==> src/rtl/memory_io_unit.sv <==
// memory_io_unit: CPU-facing RAM plus LED, timer, TX FIFO and status registers
// behind a single registered read port.
module memory_io_unit #(
  parameter int WORD_SIZE     = 16,
  parameter int RAM_ADDR_SIZE = 8,
  parameter int FIFO_DEPTH    = 4
) (
  input  logic                 clk,
  input  logic                 reset,
  input  logic [WORD_SIZE-1:0] memory_addr,
  input  logic [WORD_SIZE-1:0] memory_out,
  input  logic                 memory_write,
  output logic [WORD_SIZE-1:0] memory_in,
  output logic [WORD_SIZE-1:0] leds,
  output logic [WORD_SIZE-1:0] tx_data,
  output logic                 tx_valid,
  input  logic                 tx_ready
);
  localparam int PW = FIFO_DEPTH > 1 ? $clog2(FIFO_DEPTH) : 1;
  localparam int CW = $clog2(FIFO_DEPTH + 1);
  localparam logic [WORD_SIZE-1:0] A_LED = WORD_SIZE'(16'hFF00);
  localparam logic [WORD_SIZE-1:0] A_TMR = WORD_SIZE'(16'hFF01);
  localparam logic [WORD_SIZE-1:0] A_TX  = WORD_SIZE'(16'hFF02);
  localparam logic [WORD_SIZE-1:0] A_ST  = WORD_SIZE'(16'hFF03);
  logic [WORD_SIZE-1:0] r_ram [2**RAM_ADDR_SIZE];
  logic [WORD_SIZE-1:0] r_fifo [FIFO_DEPTH];
  logic [WORD_SIZE-1:0] r_memory_in, r_leds, r_timer;
  logic [PW-1:0]        r_wptr, r_rptr;
  logic [CW-1:0]        r_count;
  logic                 r_ovf, r_drop;
  logic                 w_sel_ram, w_sel_led, w_sel_tmr, w_sel_tx, w_sel_st;
  logic                 w_full, w_empty, w_pop, w_push_req, w_push, w_drop, w_wrap;
  logic                 w_tmr_wr, w_st_wr;
  logic [WORD_SIZE-1:0] w_status, w_rdata;
  assign w_sel_ram  = memory_addr[WORD_SIZE-1:RAM_ADDR_SIZE] == '0;
  assign w_sel_led  = memory_addr == A_LED;
  assign w_sel_tmr  = memory_addr == A_TMR;
  assign w_sel_tx   = memory_addr == A_TX;
  assign w_sel_st   = memory_addr == A_ST;
  assign w_tmr_wr   = memory_write && w_sel_tmr;
  assign w_st_wr    = memory_write && w_sel_st;
  assign w_full     = r_count == CW'(FIFO_DEPTH);
  assign w_empty    = r_count == '0;
  assign w_pop      = !w_empty && tx_ready;
  assign w_push_req = memory_write && w_sel_tx;
  // a full FIFO still accepts a push when the head leaves in the same cycle
  assign w_push     = w_push_req && (!w_full || w_pop);
  assign w_drop     = w_push_req && !w_push;
  assign w_wrap     = r_timer == '1 && !w_tmr_wr;
  assign w_status   = {(WORD_SIZE-4)'(0), r_drop, r_ovf, w_empty, w_full};
  assign w_rdata    = w_sel_ram ? r_ram[memory_addr[RAM_ADDR_SIZE-1:0]] :
                      w_sel_led ? r_leds :
                      w_sel_tmr ? r_timer :
                      w_sel_st  ? w_status : '0;
  assign memory_in  = r_memory_in;
  assign leds       = r_leds;
  assign tx_valid   = !w_empty;
  assign tx_data    = w_empty ? '0 : r_fifo[r_rptr];
  always_ff @(posedge clk)
    if (reset && memory_write && w_sel_ram) r_ram[memory_addr[RAM_ADDR_SIZE-1:0]] <= memory_out;
  always_ff @(posedge clk)
    if (w_push) r_fifo[r_wptr] <= memory_out;
  always_ff @(posedge clk or negedge reset)
    if (!reset) begin
      r_memory_in <= '0;
      r_leds      <= '0;
      r_timer     <= '0;
      r_ovf       <= 1'b0;
      r_drop      <= 1'b0;
      r_wptr      <= '0;
      r_rptr      <= '0;
      r_count     <= '0;
    end else begin
      r_memory_in <= w_rdata;
      if (memory_write && w_sel_led) r_leds <= memory_out;
      r_timer     <= w_tmr_wr ? memory_out : r_timer + 1'b1;
      // set beats clear when both land in the same cycle
      r_ovf       <= w_wrap || (r_ovf && !(w_st_wr && memory_out[2]));
      r_drop      <= w_drop || (r_drop && !(w_st_wr && memory_out[3]));
      if (w_push) r_wptr <= r_wptr + 1'b1;
      if (w_pop) r_rptr <= r_rptr + 1'b1;
      r_count     <= r_count + CW'(w_push) - CW'(w_pop);
    end
endmodule

==> config.mk <==
export PLATFORM = sky130hd
export DESIGN_NAME = memory_io_unit
export DESIGN_NICKNAME = d
export VERILOG_FILES = /design/src/rtl/memory_io_unit.sv
export SDC_FILE = /design/constraint.sdc
export NUM_CORES = 2
export LEC_CHECK = 0
export CORE_ASPECT_RATIO = 2
export CORE_MARGIN = 8
export CORE_UTILIZATION = 50
export CTS_CLUSTER_SIZE = 40
export DETAILED_ROUTE_END_ITERATION = 7
export PLACE_DENSITY = 0.65
export SYNTH_ARGS = -nofsm -noshare
export SYNTH_HDL_FRONTEND = slang
export SYNTH_MEMORY_MAX_BITS = 65536
export SYNTH_SLANG_ARGS = --single-unit
export TNS_END_PERCENT = 10
==> constraint.sdc <==
create_clock -name clk -period 4.85 [get_ports clk]
set_input_delay 0.485 -clock clk [delete_from_list [all_inputs] [get_ports clk]]
set_output_delay 0.485 -clock clk [all_outputs]
set_load 0.005 [all_outputs]
-- Word level (Yosys, flattened, before mapping)
Memories as Yosys holds them, arrays and structs flattened.
Cells that the tools add are included.
- input port bits: 36
- bits in writable memories: 4160
- output and inout bits: 49
- logic and storage cells: 56
- register bits after elaboration: 57
- memories: 2
- reductions and logical operators: 25
- muxes and demuxes: 10
- eq/ne operators: 6
- $add $sub $neg: 5
- memories (memory ; words ; bits a word ; read ports ; clocked after Yosys merged registers in ; wr ports ; line ; text):
    r_ram ; 256 ; 16 ; 1 ; 0 ; 1 ; 25 ; logic [WORD_SIZE-1:0] r_ram [2**RAM_ADDR_SIZE];
    r_fifo ; 4 ; 16 ; 1 ; 0 ; 1 ; 26 ; logic [WORD_SIZE-1:0] r_fifo [FIFO_DEPTH];
- operators by type and width (cell ; count):
    $eq 16x16->1 const B ; 5
    $mux 16 ; 5
    $add 16x1->16 const B ; 1
    $logic_and 1x1->1 ; 14
    $logic_not 8->1 ; 1
    $logic_not 1->1 ; 6
    $add 2x1->2 const B ; 2
    $mux 1 ; 4
    $mux 4 ; 1
    $add 3x1->3 ; 1
    $eq 3x3->1 const B ; 1
    $logic_not 3->1 ; 1
    $logic_or 1x1->1 ; 3
    $sub 3x1->3 ; 1

-- Longest topological paths before layout
- depth after elaboration: 8
- gate-level depth with buffers: 16
- mapped depth without buffers: 12

-- Least setup slack after synthesis
No wires, ideal clock.
- path type: input port to flip-flop
- start: input port memory_addr[0]
- end: register r_count[2]
- data arrival time: 3.234 ns
- slack: 1.493 ns
- path buffers: 6
- library setup time: 0.123 ns
- cell stages on the path: 16
- data required time: 4.727 ns
- path through: buf_6 buf_6 buf_8 buf_6 buf_6 buf_6 nor2_1 nand2_1 nor3_4 inv_1 ha_1 inv_1 ha_1 fa_1 xor2_1 xnor2_1
- cells in the longest elaborated chain, start to end: 5
- RTL lines (element ; line ; text):
    from (decl) ; 10 ; input logic [WORD_SIZE-1:0] memory_addr,
    $eq 16x16->1 ; 38 ; assign w_sel_tx = memory_addr == A_TX;
    $logic_and 1x1->1 ; 45 ; assign w_push_req = memory_write && w_sel_tx;
    $logic_and 1x1->1 ; 47 ; assign w_push = w_push_req && (!w_full || w_pop);
    $add 3x1->3 ; 82 ; r_count <= r_count + CW'(w_push) - CW'(w_pop);
    $sub 3x1->3 ; 82 ;
    to (signal assigned) ; 82 ;
    to (decl) ; 29 ; logic [CW-1:0] r_count;
Every way passes these cells.
A chain may end at the register's enable or synchronous reset.

-- Worst setup path after layout
- start: register r_rptr[0]
- end: output port tx_data[8]
- cells in the longest elaborated chain, start to end: 2
- RTL lines (element ; line ; text):
    from (decl) ; 28 ; logic [PW-1:0] r_wptr, r_rptr;
    from (signal assigned) ; 81 ; if (w_pop) r_rptr <= r_rptr + 1'b1;
    $mem_v2 4x16 ; - ;
    $mux 16 ; 58 ; assign tx_data = w_empty ? '0 : r_fifo[r_rptr];
    to (decl) ; 15 ; output logic [WORD_SIZE-1:0] tx_data,
Every way passes these cells.

==> flow_summary_export.csv <==
group,metric,value,unit
outcome,status,"complete, no violations",
synth,synth.distinct_cells,69,
worst_setup_path,path_class,"flop to output port",
floorplanning,start_util,50.2,%
floorplanning,fp.dieH,821,um
clock_network,clock-sinks,4217,
floorplanning,die_x,418,um
finish,nets,8025,
routing,dr.max_layer_used,"met5",
worst_setup_path,worstReg2RegStart,"r_ram[30][3]$_DFFE_PP_",
grt,antenna_found_initial,32,
sta,rsz0062_at_grt,"no",
synth,synth_compound_area_share,2.99,%
clock_network,clock_path_buffers,4,
flow_run,drv_cap,0,
worst_setup_path,cp_data_arrival_time,3.34,ns
routing,drc_errors,0,
placement,dp_hpwl,297000,um
clock_network,clock-root-buffer,"clkbuf_16",
clock_network,cts_tree,"done",
clock_network,cts_setup_buffers,0,
synth,synthAdderAreaFrac,0.0665,%
synth,synth.area.top_cells,"edfxtp_1, mux4_2, mux2i_1",
sta,slew_headroom,9.17,%
synth,ys.flop_type,"edfxtp_1",
worst_hold_path,hold_start,"memory_out[14]",
worst_setup_path,cp_slowest_stage_delay,1.07,ns
grt,first_global_vias,82860,
sta,maxSlewViolCount,0,
synth,synth_edf_count,4160,
worst_setup_path,worst_setup_path_end_kind,"output port",
finish,n_fill_cell,23277,
pwr,power.leakage,58.4,nW
finish,drive_above_1_share,28.6,%
floorplanning,io_pins,85,
synth,yosysSeqAreaShare,78.0,%
synth,synth.avg_cell_area,22.5,um^2
clock_network,worstSkewPairLatency,0.94,ns
floorplanning,row_count,295,
synth,synth_top_family_by_area,"multiplexers",
finish,design_area,186000,um^2
placement,placed_area,175000,um^2
synth,async_flop_share,1.35,%
synth,yosys.area.top_type,"edfxtp_1",
floorplanning,core_area,323000,um^2
worst_setup_path,path_buf_inv,1,
worst_setup_path,worstPathMaxFanout,18,
routing,viasPerCell,6.45,
routing,wl_per_cell,36.9,um
pwr,powerDensity,390,nW/um^2
routing,postRouteAntennaNets,0,
clock_network,hold_buffers,5,
worst_setup_path,critPathLaunchType,"flop",
sta,max_freq,0.261,GHz
pwr,vdd_drop_max,335,uV
routing,wl_met3,36800,um
synth,ys_warn_count,0,
worst_setup_path,startpoint,"r_rptr[0]$_DFFE_PN0P_",
pwr,total_power,72.4,mW
routing,wl_met1,150000,um
grt,grt_max_degree,175,
synth,synth_nets,7250,
sta,worst_pin_slew,1.36,ns
routing,firstDrtPassIters,6,
synth,netlist_area,162000,um^2
clock_network,h-tree-depth,5,
placement,numPortBuffers,84,
worst_setup_path,critical_path_required,4.37,ns
grt,grt_pass1_wl,643000,um
placement,place_congestion,0.948,
finish,fin_cells,12598,
sta,tns,0,ns
synth,synth_top_area_share,77.2,%
grt,grt_usage,26.6,%
floorplanning,die-area,343000,um^2
grt,overflow,0,
sta,fin_crit,3.83,ns
sta,setup_viol,0,
sta,fin_skew,0.0343,ns
clock_network,clk_pin_slew,0.07,ns
synth,synthCells,7206,
routing,wl,465000,um
placement,dpl.cell_count,11941,
clock_network,post_cts_resized,0,
synth,ys_seq_elements,4217,
routing,drtIter0Drc,10969,
sta,timing.final.crit_share,79.0,%
routing,vias,81266,
worst_setup_path,crit_chain,"mux4_2 > and2_1 > clkdlybuf4s50_1",
worst_setup_path,slowest_stage,"dfrtp_1",
synth,yosys.area_share.simple,1.71,%
worst_hold_path,hold_path.class,"input pin to flop",
finish,syn_to_final_growth,14.8,%
worst_setup_path,crit_family,"flip-flops",
routing,dr_wl_met2,240000,um
clock_network,cts-buffers-inserted,339,
synth,muxShareOfSynthArea,15.5,%
synth,synth-xor-area-share,0.103,%
sta,finalHoldViolCount,0,
==> placed cells by master, fill, tap and decap left out, types with 10 or more instances in the layout <==
cell | synthesis | routed
a211oi_1 | 12 | 12
a21oi_1 | 80 | 80
a221oi_1 | 95 | 95
a22o_1 | 84 | 84
a22oi_1 | 113 | 113
a311oi_1 | 10 | 10
a31oi_1 | 14 | 14
a32oi_1 | 22 | 22
and2_1 | 32 | 30
buf_12 | 8 | 258
buf_4 | 50 | 505
buf_8 | 9 | 11
bufinv_16 | 0 | 39
clkbuf_1 | 180 | 66
clkbuf_16 | 0 | 350
clkdlybuf4s50_1 | 0 | 61
clkinv_1 | 0 | 65
clkinv_2 | 1 | 52
clkinvlp_4 | 0 | 17
dfrtp_1 | 57 | 57
diode_2 | 0 | 46
edfxtp_1 | 4160 | 4160
inv_1 | 10 | 10
mux2_2 | 37 | 37
mux2i_1 | 179 | 179
mux4_2 | 1016 | 1016
nand2_1 | 180 | 168
nand2_2 | 0 | 12
nand3_1 | 45 | 45
nand4_1 | 15 | 15
nor2_1 | 304 | 300
o2111ai_1 | 10 | 10
o21ai_0 | 68 | 68
o21ai_1 | 12 | 12
o22ai_1 | 84 | 84
xor2_1 | 10 | 10
==> path summary, 6_finish.rpt <==
kind                       slack, ns                       to  depth (start not counted)
min reg2reg                     0.51          r_ovf$_DFF_PN0_                          1
max in group asynchronous       3.72   memory_in[9]$_DFF_PN0_                          3
min                            0.002  r_ram[98][14]$_DFFE_PP_                          1
max reg2reg                     1.50   memory_in[3]$_DFF_PN0_                          7
min in group asynchronous       0.53     r_timer[4]$_DFF_PN0_                          3
max                             1.02               tx_data[8]                          3
==> synthesized netlist by cell type (68+ instances only) <==
library cell / instances
o22ai_1: 84
nand2_1: 180
nor2_1: 304
clkbuf_1: 180
mux2i_1: 179
o21ai_0: 68
a221oi_1: 95
edfxtp_1: 4160
a22oi_1: 113
mux4_2: 1016
a22o_1: 84
a21oi_1: 80
buf_2: 88
==> final cells by class <==
cell class | count | area, um^2 | share of cell area, %
diodes | 46 | 115 | 0.0619
clock buffers | 417 | 9020 | 4.85
clock inverters | 189 | 1970 | 1.06
inverters | 12 | 57.6 | 0.0310
multi-input cells | 2560 | 33100 | 17.8
flip-flops and latches | 4217 | 126000 | 68.0
well taps | 4306 | 5390 | 2.90
repair buffers | 851 | 9920 | 5.34
==> routing by layer <==
metal	GRT usage, %	up-vias
met5	0	-
met4	17.5	16
met3	4.42	1159
met2	46.7	4498
met1	30.0	43419
li1	-	32174
==> sequential cells by signal (all words and copies together) (netlist names) <==
register   flops
r_ovf          1
memory_in     16
r_timer       16
r_fifo        64
r_drop         1
r_rptr         2
r_wptr         2
r_ram       4096
leds          16
r_count        3
==> report_power, final <==
group	switching (mW)	internal, mW
combinational	2.66	1.64
sequential	0.105	40.0
clock	12.7	15.4
total	15.4	57.0
==> metrics by stage <==
stage               setup slack [ns]  utilization [%]  hold slack (ns)
CTS                            0.876             57.6           0.0209
global route                   0.835             57.6          0.00259
global placement               0.104             54.2            0.486
floorplan                       1.49                -            0.189
detailed placement             0.351             54.2            0.492
finish                          1.02             57.6          0.00204
==> cells by family (layout without fill, tap and decap cells) <==
family / count (synthesis) / in the layout
adders and majority gates: 8 / 8
DFF: 4217 / 4217
other: 0 / 46
muxes: 1232 / 1232
AOI/OAI and AO/OA: 664 / 664
and+or+nand+nor: 637 / 637
xor gates and xnor gates: 19 / 19
buffers and inverters: 429 / 1469
Power figures use the tool's default switching activity.
